$ cat config.mk
export PLATFORM = sky130hd
export DESIGN_NAME = stopwatch_ctrl
export DESIGN_NICKNAME = d
export VERILOG_FILES = /design/src/rtl/stopwatch_ctrl.sv
export SDC_FILE = /design/constraint.sdc
export NUM_CORES = 1
export LEC_CHECK = 0
export BUFFER_PORTS_ARGS = -buffer_cell sky130_fd_sc_hd__buf_2
export CORE_MARGIN = 1
export CORE_UTILIZATION = 59
export DETAILED_ROUTE_END_ITERATION = 10
export HOLD_SLACK_MARGIN = 0.12
export PLACE_DENSITY = 0.79
export SYNTH_ARGS = -nofsm -noshare
export SYNTH_HDL_FRONTEND = slang
export SYNTH_SLANG_ARGS = --single-unit
$ cat constraint.sdc
create_clock -name clk -period 3.15 [get_ports clk]
set_input_delay 0.1575 -clock clk [delete_from_list [all_inputs] [get_ports clk]]
set_output_delay 0.1575 -clock clk [all_outputs]
set_load 0.01 [all_outputs]
$ cat src/rtl/stopwatch_ctrl.sv
// rtl/stopwatch_ctrl.sv - stopwatch button debounce, start/stop/lap/clear FSM and display select
module stopwatch_ctrl #(
  parameter int DEBOUNCE_CYCLES = 500000,
  parameter int DB_W            = 20
) (
  input  logic       clk,
  input  logic       rst,
  input  logic       btn_ss,
  input  logic       btn_lap,
  input  logic       btn_clr,
  input  logic [3:0] live_min,
  input  logic [3:0] live_tsec,
  input  logic [3:0] live_osec,
  input  logic [3:0] live_tenth,
  output logic       run,
  output logic       cnt_clr,
  output logic       lap_active,
  output logic [3:0] disp_min,
  output logic [3:0] disp_tsec,
  output logic [3:0] disp_osec,
  output logic [3:0] disp_tenth
);

  typedef enum logic [1:0] {
    IDLE  = 2'd0,
    RUN   = 2'd1,
    LAP   = 2'd2,
    PAUSE = 2'd3
  } state_t;

  localparam logic [DB_W-1:0] CNT_LAST = DB_W'(DEBOUNCE_CYCLES - 1);

  // Bit 0 = start/stop, bit 1 = lap, bit 2 = clear.
  logic [2:0]      btn_raw;
  logic [2:0]      sync1_q, sync1_d;
  logic [2:0]      sync2_q, sync2_d;
  logic [2:0]      stable_q, stable_d;
  logic [2:0]      prev_q, prev_d;
  logic [DB_W-1:0] cnt_q [3];
  logic [DB_W-1:0] cnt_d [3];
  logic [2:0]      press;

  assign btn_raw = {btn_clr, btn_lap, btn_ss};

  always_comb begin
    sync1_d  = btn_raw;
    sync2_d  = sync1_q;
    stable_d = stable_q;
    prev_d   = stable_q;
    for (int i = 0; i < 3; i++) begin
      cnt_d[i] = '0;
      if (sync2_q[i] != stable_q[i]) begin
        if (cnt_q[i] == CNT_LAST) begin
          stable_d[i] = sync2_q[i];
        end else begin
          cnt_d[i] = cnt_q[i] + DB_W'(1);
        end
      end
    end
  end

  // Rising edge of the debounced level; a held button fires once.
  assign press = stable_q & ~prev_q;

  always_ff @(posedge clk or posedge rst) begin
    if (rst) begin
      sync1_q  <= '0;
      sync2_q  <= '0;
      stable_q <= '0;
      prev_q   <= '0;
      for (int i = 0; i < 3; i++) cnt_q[i] <= '0;
    end else begin
      sync1_q  <= sync1_d;
      sync2_q  <= sync2_d;
      stable_q <= stable_d;
      prev_q   <= prev_d;
      for (int i = 0; i < 3; i++) cnt_q[i] <= cnt_d[i];
    end
  end

  logic       ev_ss, ev_lap, ev_clr;
  state_t     state_q, state_d;
  logic       run_q, run_d;
  logic       lap_active_q, lap_active_d;
  logic       cnt_clr_q, cnt_clr_d;
  logic [15:0] lap_q, lap_d;

  assign ev_ss  = press[0];
  assign ev_lap = press[1];
  assign ev_clr = press[2];

  // Each state checks only its own legal events, highest priority first.
  always_comb begin
    state_d = state_q;
    lap_d   = lap_q;
    case (state_q)
      IDLE: begin
        if (ev_ss) state_d = RUN;
      end
      RUN: begin
        if (ev_ss) begin
          state_d = PAUSE;
        end else if (ev_lap) begin
          state_d = LAP;
          lap_d   = {live_min, live_tsec, live_osec, live_tenth};
        end
      end
      LAP: begin
        if (ev_ss)       state_d = PAUSE;
        else if (ev_lap) state_d = RUN;
      end
      PAUSE: begin
        if (ev_clr)     state_d = IDLE;
        else if (ev_ss) state_d = RUN;
      end
      default: state_d = IDLE;
    endcase
    run_d        = (state_d == RUN) || (state_d == LAP);
    lap_active_d = (state_d == LAP);
    cnt_clr_d    = (state_q == PAUSE) && (state_d == IDLE);
  end

  always_ff @(posedge clk or posedge rst) begin
    if (rst) begin
      state_q      <= IDLE;
      run_q        <= 1'b0;
      lap_active_q <= 1'b0;
      cnt_clr_q    <= 1'b0;
      lap_q        <= '0;
    end else begin
      state_q      <= state_d;
      run_q        <= run_d;
      lap_active_q <= lap_active_d;
      cnt_clr_q    <= cnt_clr_d;
      lap_q        <= lap_d;
    end
  end

  assign run        = run_q;
  assign lap_active = lap_active_q;
  assign cnt_clr    = cnt_clr_q;

  always_comb begin
    if (lap_active_q) begin
      {disp_min, disp_tsec, disp_osec, disp_tenth} = lap_q;
    end else begin
      {disp_min, disp_tsec, disp_osec, disp_tenth} =
        {live_min, live_tsec, live_osec, live_tenth};
    end
  end

endmodule

Yosys cells after proc, flatten, opt, wreduce, memory -nomap -nowiden
Cells that the tools add are included.
{ "totals": {"regBits": 93, "input_bits": 21, "out_inout_bits": 19} }
{ "classes": {"add_sub_neg": 3, "eq_ne": 11, "mux": 17, "bitwise": 3, "reduce_logical": 8} }
{ "op_table": {"columns": ["op", "n"], "rows": [
  ["20-bit 2-to-1 mux", 6],
  ["20-bit by 1-bit adder with 20-bit output (second input constant)", 3],
  ["20-bit by 19-bit equality test with 1-bit output (second input constant)", 3],
  ["4-bit 2-to-1 mux", 4],
  ["2-bit 2-to-1 mux", 6],
  ["2-bit one-hot mux with 4 select lines", 1],
  ["2-bit equality test (second input constant)", 3],
  ["2-bit AND reduction", 3],
  ["2-bit by 1-bit equality test with 1-bit output (second input constant)", 2],
  ["2-bit logical NOT", 2],
  ["3-bit bitwise AND", 1],
  ["1-bit != test", 3],
  ["3-bit inverter", 1],
  ["3-bit AND reduction", 1],
  ["1-bit logical AND", 1],
  ["1-bit logical OR", 1],
  ["1-bit inverter", 1]
]} }

Logic depth before layout (Yosys ltp)
Gate-level depths: netlist of run 1.
{ "depth": {"depth_word": 7, "depth_mapped": 6, "depth_no_buf": 6} }

Worst setup path after synthesis of run 1
OpenSTA, ideal clock, no wires.
{ "synth_timing": {"kind": "reg2reg", "startpoint": "register cnt_q[20] (netlist bit)", "endpoint": "register cnt_q[36] (netlist bit)", "arrival_time_ps": 1762, "required_ps": 3071, "setup_slack_ps": 1309, "stages_incl_launch_ff": 7, "synth_period_minus_slack_ps": 1841, "path_cell_list": "dfrtp_1 -> ha_1 -> nand3_1 -> or3_1 -> buf_2 -> or4_1 -> a21oi_1"} }
{ "synth_lines": {"columns": ["element", "line_no", "source"], "rows": [
  ["from (decl)", "39", "logic [DB_W-1:0] cnt_q [3];"]
]} }

==> results.sh, run 1 <==
export IMPL_post_cts_buffers=0
export IMPL_cts_buffer_depth=2
export IMPL_grt_remaining_overflow=0
export IMPL_drv_slew=0
export IMPL_skew_ns=0.008735
export IMPL_start_util_pct=61.07
export IMPL_clock_sinks=93
export IMPL_stdcell_count=578
export IMPL_core_um2=7253
export IMPL_power_leakage_nw=2.151
export IMPL_fin_crit_ns=2.059
export IMPL_finalSetupViolCount=0
export IMPL_cts_buffers=9
export IMPL_rsz0062_at_grt="false"
export IMPL_vias=3238
export IMPL_hold_violations=0
export IMPL_finalCritPeriodShare_pct=65.38
export IMPL_hold_class="reg2reg"
export IMPL_layout_nets=500
export IMPL_vdd_drop_max_uv=219.0
export IMPL_synth_edf_count=0
export IMPL_syn_area_per_cell_um2=10.83
export IMPL_clockRootBuffer="clkbuf_8"
export IMPL_synthFlopType="dfrtp_1"
export IMPL_gr_usage_all_layers_pct=22.55
export IMPL_critPathMaxFanout=19
export IMPL_avgViaCountPerCell=5.602
export IMPL_layout_drive_gt1_share_pct=22.55
export IMPL_dpl_worst_slack_ns=1.076
export IMPL_dp_cells=542
export IMPL_total_power_w=0.002035
export IMPL_setup_ws_ns=1.091
export IMPL_syn_inst=409
export IMPL_critPathRequiredTime_ns=3.36
export IMPL_status="completed"
export IMPL_startpoint_type="register"
export IMPL_wl_per_cell_um=14.14
export IMPL_dp_hpwl_um=5356
export IMPL_end_kind="register"
export IMPL_cp_data_arrival_time_ns=2.27
export IMPL_drtPass1Iterations=4
export IMPL_fmax_mhz=485.6
export IMPL_layout_common_cells="dfrtp_1 (93), nor2_1 (59), buf_2 (39)"
export IMPL_worstMarginPinSlew_ns=0.8693
export IMPL_drc=0
export IMPL_final_common_cell="dfrtp_1"
export IMPL_ys_seq_area_share_pct=52.54
export IMPL_grt_first_pass_wirelength_um=13630
export IMPL_drtIter0Drc=97
export IMPL_synth_ff_latch_count=93
export IMPL_powerDensity_nw_per_um2=398.6
export IMPL_crit_type="reg2reg"
export IMPL_diodes=0
export IMPL_io_pins=40
export IMPL_place_gp_congestion=0.8887
export IMPL_syn_area_um2=4429
export IMPL_ff2ff_setup_slack_ns=1.09
export IMPL_clock_latency_ns=0.36
export IMPL_postLayoutCoreUtil_pct=70.36
export IMPL_rows=31
export IMPL_htreeDepth=3
export IMPL_dieArea_um2=7858
export IMPL_grt_max_degree=53
export IMPL_slowest_stage="or4b_2"
export IMPL_io_buffers=39
export IMPL_crit_chain="or4b_2 -> o21bai_2 -> nor2_1"
export IMPL_syn_nets=435
export IMPL_drv_cap=0
export IMPL_die_w_um=88.65
export IMPL_grt_pass1_vias=3153
export IMPL_max_stage_delay_ns=0.72
export IMPL_ys_async_sr_fraction_pct=100.0
export IMPL_yosys_warnings=0
export IMPL_synthToLayoutAreaGrowth_pct=15.23
export IMPL_antenna_found_initial=0
export IMPL_cts_tree="built"
export IMPL_die_h_um=88.65
export IMPL_fin_tns_setup_ns=0
export IMPL_ant_nets=0
export IMPL_maxSlewHeadroom_pct=41.98
export IMPL_path_clk_slew_ns=0.09
export IMPL_ys_types=45
export IMPL_wirelength_um=8174
flip-flops by register name, summed over array words and instances (netlist names):
signal / count
lap_q: 16
prev_q: 3
lap_active: 1
sync1_q: 3
state_q: 2
sync2_q: 3
cnt_q: 60
run: 1
prev_d: 3
cnt_clr: 1
cell usage after synthesis, types with 2 or more instances:
library cell	instances	area share (%)
xnor2_1	36	7.1
and4_1	3	0.59
nor4_1	14	2.0
nor4b_1	5	0.99
dfrtp_1	93	53
nand3_1	19	2.1
or3_1	4	0.56
nand4b_1	2	0.40
a21oi_1	9	1.0
a31o_2	2	0.40
nand2_1	15	1.3
nor3_1	13	1.5
or2_2	3	0.42
nand4_1	18	2.5
o21bai_2	2	0.51
clkbuf_2	2	0.23
o31ai_1	2	0.34
or4_1	4	0.68
clkbuf_1	2	0.17
mux2_2	35	8.9
o21ai_0	4	0.45
ha_1	5	1.4
or4b_2	3	0.68
nand2b_1	3	0.42
xor2_1	10	2.0
and3_1	3	0.42
nor2_1	59	5.0
inv_1	19	1.6
mux2i_1	2	0.45
buf_2	3	0.34
report_power, final:
part	internal (W)	leakage [nW]	switching [W]
clock	0.000284	0.0743	0.000413
sequential	0.00121	1.28	0.0000129
combinational	0.0000538	0.799	0.0000650
per-stage QoR:
| stage | instance area, um2 | hold slack [ns] |
|---|---|---|
| detailed placement | 4736 | 0.2668 |
| global route | 5104 | 0.3650 |
| finish | 5104 | 0.3519 |
| global placement | 4736 | 0.2654 |
| CTS | 5104 | 0.3544 |
| floorplan | 4429 | 0.1889 |
repair_timing:
action | in CTS | in global routing
hold buffers | 20 | 0
hold endpoints to repair | 69 | 0
resized for setup | 0 | 0
per-layer routing:
layer | GRT usage [%] | routed length, um
met4 | 9.091 | 130
met5 | 0 | 0
met1 | 28.51 | 3753
met3 | 3.265 | 245
met2 | 39.16 | 4044
worst paths after layout:
| kind | depth (start not counted) | endpoint | startpoint |
|---|---|---|---|
| worst max-delay path | 3 | cnt_q[14]$_DFF_PP0_ | cnt_q[12]$_DFF_PP0_ |
| worst min-delay path | 0 | sync2_q[1]$_DFF_PP0_ | sync1_q[1]$_DFF_PP0_ |
| worst max register to register | 3 | cnt_q[14]$_DFF_PP0_ | cnt_q[12]$_DFF_PP0_ |
| worst min register to register | 0 | sync2_q[1]$_DFF_PP0_ | sync1_q[1]$_DFF_PP0_ |
| max in group asynchronous | 4 | cnt_q[29]$_DFF_PP0_ | rst |
| min in group asynchronous | 3 | cnt_q[18]$_DFF_PP0_ | rst |
cell type report:
type	count	area, um2
Clock inverter	6	40.04
Tap cell	99	123.9
Timing Repair Buffer	63	425.4
Clock buffer	10	127.6
Inverter	19	72.57
Sequential cell	93	2327
Multi-Input combinational cell	288	1987
Fill cell	525	2150
logic make-up (layout without fill, tap and decap cells):
logic type	count (synthesis)	count (layout)	share of synthesized area [%]
flip-flops	93	93	52.54
adder cells (fa/ha/maj)	5	5	1.412
multiplexers	37	37	9.350
buffers and inverters	28	98	2.599
XOR/XNOR	46	46	9.096
AO/OA/AOI/OAI	27	27	4.209
AND/OR/NAND/NOR	173	173	20.79
critical path: cells and delay by family (launching register included):
family | cells | cell delay (ns)
AO/OA/AOI/OAI | 1 | 0.62
flip-flops | 1 | 0.43
AND/OR/NAND/NOR | 2 | 0.86
No activity file was read; power rests on OpenSTA's default activity.
==> run 2, diff against run 1 <==
==> constraint.sdc (replaced) <==
create_clock -name clk -period 2.1 [get_ports clk]
set_input_delay 0.105 -clock clk [delete_from_list [all_inputs] [get_ports clk]]
set_output_delay 0.105 -clock clk [all_outputs]
set_load 0.01 [all_outputs]
==> results.sh, run 2 (synthesized netlist as in run 1, its figures left out) <==
export IMPL_startpoint_type="register"
export IMPL_fin_crit_ns=1.941
export IMPL_io_buffers=39
export IMPL_cts_buffer_depth=2
export IMPL_synthToLayoutAreaGrowth_pct=18.73
export IMPL_total_power_w=0.003435
export IMPL_largestRegisters="cnt_q (60), lap_q (16)"
export IMPL_die_w_um=88.65
export IMPL_vias=3245
export IMPL_finalSetupViolCount=0
export IMPL_worstMarginPinSlew_ns=0.6613
export IMPL_drv_cap=0
export IMPL_fmax_mhz=515.2
export IMPL_core_um2=7253
export IMPL_grt_first_pass_wirelength_um=13980
export IMPL_avgViaCountPerCell=5.538
export IMPL_hold_class="in2async"
export IMPL_drtPass1Iterations=4
export IMPL_dieArea_um2=7858
export IMPL_hold_violations=0
export IMPL_htreeDepth=3
export IMPL_grt_max_degree=57
export IMPL_cts_buffers=9
export IMPL_rsz0062_at_grt="false"
export IMPL_final_common_cell="dfrtp_1"
export IMPL_crit_chain="ha_1 -> nand3_1 -> or3_1 -> or4_1 -> a21oi_1"
export IMPL_io_pins=40
export IMPL_layout_common_cells="dfrtp_1 (93), nor2_1 (59), buf_2 (39)"
export IMPL_cts_hold_buffers=20
export IMPL_die_h_um=88.65
export IMPL_place_gp_congestion=0.8331
export IMPL_gr_usage_all_layers_pct=23.00
export IMPL_maxSlewHeadroom_pct=55.91
export IMPL_fin_tns_setup_ns=0
export IMPL_wirelength_um=8087
export IMPL_critPathRequiredTime_ns=2.38
export IMPL_cp_data_arrival_time_ns=2.22
export IMPL_cts_tree="built"
export IMPL_cts_resized=0
export IMPL_grt_pass1_vias=3155
export IMPL_wl_per_cell_um=13.80
export IMPL_power_leakage_nw=2.237
export IMPL_rows=31
export IMPL_vdd_drop_max_uv=486.6
export IMPL_layout_nets=508
export IMPL_drtIter0Drc=204
export IMPL_regMostFlops="cnt_q"
export IMPL_path_delay_family="simple AND/OR/NAND/NOR gates"
export IMPL_start_util_pct=61.07
export IMPL_dp_hpwl_um=5447
export IMPL_path_buf_inv=0
export IMPL_skew_ns=0.008466
export IMPL_drv_slew=0
export IMPL_diodes=0
export IMPL_critPathMaxFanout=5
export IMPL_clockRootBuffer="clkbuf_8"
export IMPL_slowest_stage="or4_1"
export IMPL_largest_reg_flops=60
export IMPL_antenna_found_initial=0
export IMPL_clock_latency_ns=0.35
export IMPL_crit_type="reg2reg"
export IMPL_clock_sinks=93
export IMPL_end_kind="register"
export IMPL_grt_remaining_overflow=0
export IMPL_powerDensity_nw_per_um2=653.2
export IMPL_drc=0
export IMPL_post_cts_buffers=0
export IMPL_ant_nets=0
export IMPL_layout_drive_gt1_share_pct=24.02
export IMPL_max_stage_delay_ns=0.49
export IMPL_finalCritPeriodShare_pct=92.42
export IMPL_status="completed"
export IMPL_path_clk_slew_ns=0.09
run 2: cell types whose count changed in the layout (fill, tap and decap cells not counted), sizes merged:
cell,before,now
buf,43,51
clkinvlp,4,3
clkinv,3,1
bufinv,0,3
run 2: stage by stage:
step	instances	cell area, um2	setup WS, ns	util, %	hold slack [ns]
after floorplan	409	4433	0.2591	-	0.1364
after global placement	550	4811	0.2344	66.33	0.09583
after detailed placement	550	4811	0.1820	66.33	0.1020
after CTS	586	5259	0.1554	72.50	0.2620
after global routing	586	5259	0.01233	72.50	0.3043
final	586	5259	0.1592	72.50	0.2764
run 2: power by group:
part | switching, W | internal (W)
Combinational | 0.0000987 | 0.0000882
Clock | 0.000599 | 0.000821
Sequential | 0.0000194 | 0.00181
Total | 0.000718 | 0.00272
run 2: final cells by class:
type	count	area, um2
flip-flops and latches	93	2327
fillers	518	1994
multi-input cells	288	1987
repair buffers	71	498.0
clock buffers	10	137.6
well taps	99	123.9
clock inverters	6	110.1
inverters	19	75.07
run 2: tightest hold or removal path: cells and delay by family:
family	cells	cell delay, ns
buf+inv	3	0.92
run 2: path summary, 6_finish.rpt:
path / from / endpoint / slack, ns / cells past startpoint
setup reg to reg: cnt_q[20]$_DFF_PP0_ / cnt_q[38]$_DFF_PP0_ / 0.16 / 5
hold / removal: rst / cnt_q[40]$_DFF_PP0_ / 0.28 / 3
setup / recovery: cnt_q[20]$_DFF_PP0_ / cnt_q[38]$_DFF_PP0_ / 0.16 / 5
min in group clk: sync1_q[0]$_DFF_PP0_ / sync2_q[0]$_DFF_PP0_ / 0.35 / 0
max in group asynchronous: rst / cnt_q[34]$_DFF_PP0_ / 1.22 / 4
hold reg to reg: sync1_q[0]$_DFF_PP0_ / sync2_q[0]$_DFF_PP0_ / 0.35 / 0
run 2: per-layer routing:
layer  track usage, %  vias to the layer above  wire length [um]
met3            3.451                       12               230
met4            7.771                        0               126
met2            38.81                       62              3980
met5                0                        -                 0
li1                 -                     1586                 -
met1            30.59                     1585              3749
